<file path="src/rtl/rgb_hue_fader.sv">
// rgb_hue_fader: walks the hue wheel RED->YELLOW->GREEN->CYAN->BLUE->MAGENTA
// either as hard colour steps or as a PWM cross-fade, driving active-low LED pins.
// Optional build macro GAMMA_EN: squares the fade ramp for a perceptually
// smoother fade; undefined gives a linear ramp with no multiplier.
//
// seg | meaning
// ----+---------------------------------------------
//  0  | RED      (fade: G rises)
//  1  | YELLOW   (fade: R falls)
//  2  | GREEN    (fade: B rises)
//  3  | CYAN     (fade: G falls)
//  4  | BLUE     (fade: R rises)
//  5  | MAGENTA  (fade: B falls)
// 6-7 | unreachable, forced back to RED

module rgb_hue_fader #(
  parameter int STEP_INTERVAL = 2000000,
  parameter int PWM_BITS      = 8
) (
  input  logic       clk,
  input  logic       rst,
  input  logic       en,
  input  logic       mode,
  input  logic       dir,
  output logic       RGB_R,
  output logic       RGB_G,
  output logic       RGB_B,
  output logic [2:0] seg_o,
  output logic       wrap_o
);

  localparam int TW = $clog2(STEP_INTERVAL);

  localparam logic [TW-1:0]       TC_LAST = TW'(STEP_INTERVAL - 1);
  localparam logic [TW-1:0]       TC_ONE  = TW'(1);
  localparam logic [PWM_BITS-1:0] MAX     = '1;
  localparam logic [PWM_BITS-1:0] P_ZERO  = '0;
  localparam logic [PWM_BITS-1:0] P_ONE   = PWM_BITS'(1);

  localparam logic [2:0] SEG_RED = 3'd0;
  localparam logic [2:0] SEG_YEL = 3'd1;
  localparam logic [2:0] SEG_GRN = 3'd2;
  localparam logic [2:0] SEG_CYN = 3'd3;
  localparam logic [2:0] SEG_BLU = 3'd4;
  localparam logic [2:0] SEG_MAG = 3'd5;

  logic [2:0]          seg_q, seg_d;
  logic [PWM_BITS-1:0] r_q, r_d;
  logic [TW-1:0]       tick_cnt_q, tick_cnt_d;
  logic                mode_q;
  logic                wrap_q, wrap_d;
  logic [PWM_BITS-1:0] pwm_cnt_q;

  logic                tick;
  logic                mode_chg;
  logic [2:0]          seg_inc, seg_dec;

  logic [PWM_BITS-1:0] duty_r, duty_g, duty_b;
  logic [PWM_BITS-1:0] r_inv;
  logic [PWM_BITS-1:0] g_up, g_down;
  logic                lit_r, lit_g, lit_b;

  // Ramp shaping applied to every fading channel.
  function automatic logic [PWM_BITS-1:0] shape(input logic [PWM_BITS-1:0] x);
`ifdef GAMMA_EN
    logic [2*PWM_BITS-1:0] sq;
    sq = {{PWM_BITS{1'b0}}, x} * {{PWM_BITS{1'b0}}, x};
    // Full-scale stays full-scale so the end of a ramp is truly solid.
    if (x == MAX) return MAX;
    return sq[2*PWM_BITS-1:PWM_BITS];
`else
    return x;
`endif
  endfunction

  assign tick     = en && (tick_cnt_q == TC_LAST);
  assign mode_chg = (mode != mode_q);
  assign seg_inc  = (seg_q == SEG_MAG) ? SEG_RED : seg_q + 3'd1;
  assign seg_dec  = (seg_q == SEG_RED) ? SEG_MAG : seg_q - 3'd1;

  // State register: segment, ramp, tick timer, mode history, wrap pulse.
  always_ff @(posedge clk or posedge rst) begin
    if (rst) begin
      seg_q      <= SEG_RED;
      r_q        <= '0;
      tick_cnt_q <= '0;
      mode_q     <= 1'b0;
      wrap_q     <= 1'b0;
    end else begin
      seg_q      <= seg_d;
      r_q        <= r_d;
      tick_cnt_q <= tick_cnt_d;
      mode_q     <= mode;
      wrap_q     <= wrap_d;
    end
  end

  // Next state: a mode change restarts the ramp and timer and beats any tick.
  always_comb begin
    seg_d      = seg_q;
    r_d        = r_q;
    tick_cnt_d = tick_cnt_q;
    if (seg_q > SEG_MAG) begin
      seg_d = SEG_RED;
    end
    if (mode_chg) begin
      tick_cnt_d = '0;
      r_d        = '0;
    end else if (en) begin
      if (tick) begin
        tick_cnt_d = '0;
        if (seg_q <= SEG_MAG) begin
          if (!mode) begin
            r_d   = '0;
            seg_d = dir ? seg_dec : seg_inc;
          end else if (!dir) begin
            if (r_q == MAX) begin
              r_d   = '0;
              seg_d = seg_inc;
            end else begin
              r_d = r_q + P_ONE;
            end
          end else begin
            if (r_q == P_ZERO) begin
              r_d   = MAX;
              seg_d = seg_dec;
            end else begin
              r_d = r_q - P_ONE;
            end
          end
        end
      end else begin
        tick_cnt_d = tick_cnt_q + TC_ONE;
      end
    end
    wrap_d = ((seg_q == SEG_MAG) && (seg_d == SEG_RED)) ||
             ((seg_q == SEG_RED) && (seg_d == SEG_MAG));
  end

  assign r_inv  = MAX - r_q;
  assign g_up   = shape(r_q);
  assign g_down = shape(r_inv);

  // Output decode: per-channel duty from segment and ramp, then PWM compare.
  always_comb begin
    duty_r = '0;
    duty_g = '0;
    duty_b = '0;
    if (!mode_q) begin
      unique case (seg_q)
        SEG_RED: duty_r = MAX;
        SEG_YEL: begin duty_r = MAX; duty_g = MAX; end
        SEG_GRN: duty_g = MAX;
        SEG_CYN: begin duty_g = MAX; duty_b = MAX; end
        SEG_BLU: duty_b = MAX;
        SEG_MAG: begin duty_r = MAX; duty_b = MAX; end
        default: ;
      endcase
    end else begin
      unique case (seg_q)
        SEG_RED: begin duty_r = MAX;    duty_g = g_up;   end
        SEG_YEL: begin duty_r = g_down; duty_g = MAX;    end
        SEG_GRN: begin duty_g = MAX;    duty_b = g_up;   end
        SEG_CYN: begin duty_g = g_down; duty_b = MAX;    end
        SEG_BLU: begin duty_r = g_up;   duty_b = MAX;    end
        SEG_MAG: begin duty_r = MAX;    duty_b = g_down; end
        default: ;
      endcase
    end
    lit_r = (duty_r == MAX) || (pwm_cnt_q < duty_r);
    lit_g = (duty_g == MAX) || (pwm_cnt_q < duty_g);
    lit_b = (duty_b == MAX) || (pwm_cnt_q < duty_b);
  end

  // Free-running PWM counter and registered active-low pins (dark in reset).
  always_ff @(posedge clk or posedge rst) begin
    if (rst) begin
      pwm_cnt_q <= '0;
      RGB_R     <= 1'b1;
      RGB_G     <= 1'b1;
      RGB_B     <= 1'b1;
    end else begin
      pwm_cnt_q <= pwm_cnt_q + P_ONE;
      RGB_R     <= ~lit_r;
      RGB_G     <= ~lit_g;
      RGB_B     <= ~lit_b;
    end
  end

  assign seg_o  = seg_q;
  assign wrap_o = wrap_q;

endmodule

</file>
<file path="config.mk">
export PLATFORM = sky130hd
export DESIGN_NAME = rgb_hue_fader
export DESIGN_NICKNAME = d
export VERILOG_FILES = /design/src/rtl/rgb_hue_fader.sv
export SDC_FILE = /design/constraint.sdc
export NUM_CORES = 1
export LEC_CHECK = 0
export ABC_CLOCK_PERIOD_IN_PS = 3300
export CAP_MARGIN = 20
export CORE_UTILIZATION = 30
export CTS_BUF_LIST = sky130_fd_sc_hd__clkbuf_2
export CTS_CLUSTER_SIZE = 10
export DETAILED_ROUTE_END_ITERATION = 12
export GPL_TIMING_DRIVEN = 0
export PLACE_DENSITY = 0.55
export SLEW_MARGIN = 30
export SYNTH_ARGS = -nofsm -noshare
export SYNTH_HDL_FRONTEND = slang
export SYNTH_SLANG_ARGS = --single-unit
</file>
<file path="constraint.sdc">
create_clock -name clk -period 3.3 [get_ports clk]
set_input_delay 0.495 -clock clk [delete_from_list [all_inputs] [get_ports clk]]
set_output_delay 0.495 -clock clk [all_outputs]
set_load 0.05 [all_outputs]
</file>
==> key figures <==
STA
  • RSZ-0062 raised after global routing: no
  • Worst setup margin: between 0.2 and 0.25 ns
  • Final Critical Period: about 3.1 ns
  • Max Clock Skew: 0.03097 ns
  • Final hold vios: 0
  • Final Cycle Share: between 90 and 100%
  • Least-Margin Pin Slew: around 0.76 ns
  • Final setup vio count: 0
  • Max-slew headroom: 49.29%
  • Slew Limit Fails: 0
  • Setup TNS: 0 ns
  • F_max: ~320 MHz

Placed design
  • Placed wire-length estimate: between 7000 and 8000 um
  • Pre-CTS setup slack: -0.4974 ns
  • Routability congestion estimate: between 0.9 and 1
  • Port bufs: 11

Drt
  • Remaining antenna violation count: 0
  • Post-Route WL: between 10000 and 15000 um
  • Via count: 3615
  • Post-route DRC violation count: 0
  • Drt initial violations: 183
  • Wirelength per Cell: 16.44 um
  • Via/cell ratio: about 5.6
  • Drt pass-1 iters: 5

Critical path
  • Worst Path Required: around 3.7 ns
  • Critical R2R Launch: seg_o[1]$_DFF_PP0_
  • Capturing point of the worst reg2reg path: RGB_B$_DFF_PP1_
  • R2R depth: 13
  • CP endpoint kind: flip-flop
  • Setup CP Type: flip-flop to flip-flop
  • Critical Path AT: approximately 3.5 ns
  • Reg2reg setup slack: roughly 0.21 ns
  • CP Max Fanout: 19
  • Startpoint types: flip-flop

Clock network
  • CTS tree: built
  • Cts bufs inserted: 5
  • Clock sinks: 45
  • Root Driver: clkbuf_2
  • H-tree depth: 2
  • Reg clk slew, reported paths: approximately 0.27 ns
  • Skew-Pair Late Insertion Delay: between 0.4 and 0.5 ns
  • CTS Buffer Depth: 2

Finish
  • Nets: a little over 500
  • Layout cells sized above 1: 7.563%
  • Storage element area: between 1000 and 1500 um2
  • Fill count: 1306
  • Area of the multi-input gates: around 2500 um2
  • Syn-to-layout area delta: 11.81%

Yosys
  • Netlist cell types: 64
  • Yosys top cell area share: roughly 28%
  • Syn_nets: between 400 and 500
  • Synthesized flop and latch total: 45
  • Seq/Total Area, Yosys: between 20% and 30%
  • Top cell type by total area after synthesis: dfrtp_1
  • Synth Flop Type: dfrtp_1
  • Synth top area cells: dfrtp_1 28%, ha_1 9.0%, xnor2_1 4.6%
  • Post-synth ARST share: between 90% and 100%
  • Post-Syn Area: ~3800 um2
  • Cell count after synthesis: 459
  • Mean Syn Cell Area: slightly above 8 um2
  • Post-synth EDFFs: 0
  • Ys Warns: 0

Worst hold path
  • Hold Crit Class: input port to asynchronous set/reset pin

Floorplanning
  • # rows: 40
  • Die ar.: between 10000 and 15000 um2
  • Initial Util: around 31%
  • Die height: about 110 um
  • Core area: between 10000 and 15000 um2
  • Ports: 12
  • Die Span X: approximately 110 um

Global route
  • Initial antenna violation count: 1
  • GRT Util Overall: between 10% and 20%
  • Overflow after GRT: 0
  • First-pass GRT wire length: between 15000 and 20000 um
  • Vias in the first global route: 3487
  • Largest net degree at the start of global routing: 46

Status
  • Status: finished clean

Flow run
  • Maxcap violations: 0

Pwr
  • Pwr dens: 271.9 nW/um2
  • Pleak: about 1.7 nW
  • Peak VDD IR: 0.0001539 V
cell usage after synthesis, types with 2 or more instances:
cell type	n
o31ai_1	4
nand2b_1	5
nor2_1	42
and4b_1	4
o41ai_1	3
a221o_1	2
a21oi_1	34
and3_1	6
dfrtp_1	42
nand4_1	7
buf_1	3
or4_1	2
o21ai_1	3
clkbuf_1	30
a32oi_1	2
xor2_1	11
a41oi_1	3
nand3_1	22
dfstp_2	3
xnor2_1	20
and4_1	9
a31oi_1	9
a211o_1	5
nand3b_1	3
o22ai_1	2
ha_1	27
a21o_1	5
nor2b_1	8
a211oi_1	3
nor4_1	4
nand2_1	40
and2_1	7
inv_1	11
a2111oi_0	2
a32o_1	3
nor3_1	13
a22oi_1	9
o21ai_0	17
a311oi_1	8
o21ba_2	2
per-stage QoR:
step                      area, um2  std cells  total power, W  hold slack, ns  util [%]
final                          4218        645        0.001147          0.4063     34.82
after floorplan                3784        459       0.0007473          0.4880         -
after global placement         4104        638       0.0008060          0.5506     33.88
after global routing           4218        645        0.001210          0.4558     34.82
after CTS                      4208        646        0.001163          0.4135     34.74
after detailed placement       4106        638       0.0008100          0.5539     33.91
layer usage:
layer  GRT usage (%)  routed length (um)  vias up
li1                -                   -     1745
met1           22.12                4738     1747
met2           28.81                5071      108
met3           3.123                 620       15
met4           4.762                 174        0
met5               0                   0        -
how the worst max path moves through the flow:
stage / to / startpoint / cells after the start
CTS: RGB_B$_DFF_PP1_ / seg_o[0]$_DFF_PP0_ / 14
global route: RGB_B$_DFF_PP1_ / seg_o[1]$_DFF_PP0_ / 13
finish: RGB_B$_DFF_PP1_ / seg_o[1]$_DFF_PP0_ / 13
floorplan: RGB_B$_DFF_PP1_ / seg_o[1]$_DFF_PP0_ / 14
global placement: RGB_G$_DFF_PP1_ / seg_o[2]$_DFF_PP0_ / 14
detailed placement: RGB_G$_DFF_PP1_ / seg_o[1]$_DFF_PP0_ / 14
kinds of logic after synthesis:
logic type / synth area share, %
adders and majority gates: 8.955
and+or+nand+nor: 25.54
buffers and inverters: 4.511
xor gates and xnor gates: 7.197
DFF: 29.95
AOI/OAI and AO/OA: 23.85
critical path, cell delays in order (launching register included):
cell and delay (ns):
dfrtp_2 0.47, clkbuf_4 0.23, clkbuf_4 0.23, and2_1 0.15
ha_1 0.21, clkbuf_2 0.21, clkbuf_4 0.23, a311oi_2 0.24
ha_1 0.30, a21o_1 0.16, a21oi_1 0.14, nor2b_1 0.06
a2111oi_1 0.25, a221oi_1 0.14
power breakdown:
| part | internal (W) | switching, W | total (W) |
|---|---|---|---|
| clock | 0.000135 | 0.000207 | 0.000342 |
| sequential | 0.000566 | 0.0000105 | 0.000577 |
| combinational | 0.0000760 | 0.000152 | 0.000228 |
| total | 0.000778 | 0.000369 | 0.00115 |
repair_timing:
item | in CTS | in global routing
endpoints found under the hold margin | 0 | 0
buffers inserted | 2 | 0
resized for setup | 7 | 13
hold buffers | 0 | 0
endpoints found under the setup margin | 2 | 2
pin swaps | 1 | 0
cells in the final DEF, fill, tap and decap left out, types with 3 or more instances in the layout:
| cell | n |
|---|---|
| o21ai_1 | 3 |
| a21oi_1 | 34 |
| nor2_1 | 42 |
| a41oi_1 | 3 |
| a31oi_1 | 9 |
| ha_1 | 27 |
| nand3_1 | 22 |
| xnor2_1 | 20 |
| and4_1 | 9 |
| o21ai_0 | 17 |
| a211oi_1 | 3 |
| and2_1 | 7 |
| a22oi_1 | 8 |
| dfstp_2 | 3 |
| nand4_1 | 7 |
| nand2b_1 | 5 |
| dfrtp_1 | 39 |
| clkbuf_4 | 4 |
| clkdlybuf4s50_1 | 11 |
| nand3b_1 | 3 |
| nand2_1 | 40 |
| nor4_1 | 4 |
| xor2_1 | 11 |
| a32o_1 | 3 |
| a311oi_1 | 7 |
| and4b_1 | 4 |
| clkbuf_2 | 8 |
| o31ai_1 | 4 |
| a211o_1 | 5 |
| and3_1 | 6 |
| nor2b_1 | 8 |
| dfrtp_2 | 3 |
| o41ai_1 | 3 |
| inv_1 | 9 |
| buf_4 | 4 |
| a21o_1 | 5 |
| nor3_1 | 13 |
| clkbuf_1 | 20 |
registers in the layout, summed over array words and instances (netlist names):
| register | cells |
|---|---|
| RGB_B | 1 |
| RGB_G | 1 |
| RGB_R | 1 |
| g_up | 8 |
| mode_q | 1 |
| pwm_cnt_q | 8 |
| seg_o | 3 |
| tick_cnt_q | 21 |
| wrap_o | 1 |
cell type report:
| class | count | area share [%] |
|---|---|---|
| Clock inverter | 3 | 1.187 |
| Sequential cell | 45 | 26.88 |
| Multi-Input combinational cell | 369 | 58.91 |
| Clock buffer | 5 | 0.5933 |
| Inverter | 11 | 1.127 |
| Buffer | 30 | 3.293 |
| Timing Repair Buffer | 13 | 2.966 |
| Antenna cell | 1 | 0.05933 |
| Tap cell | 168 | 4.984 |
(Power assumes the default switching activity.)
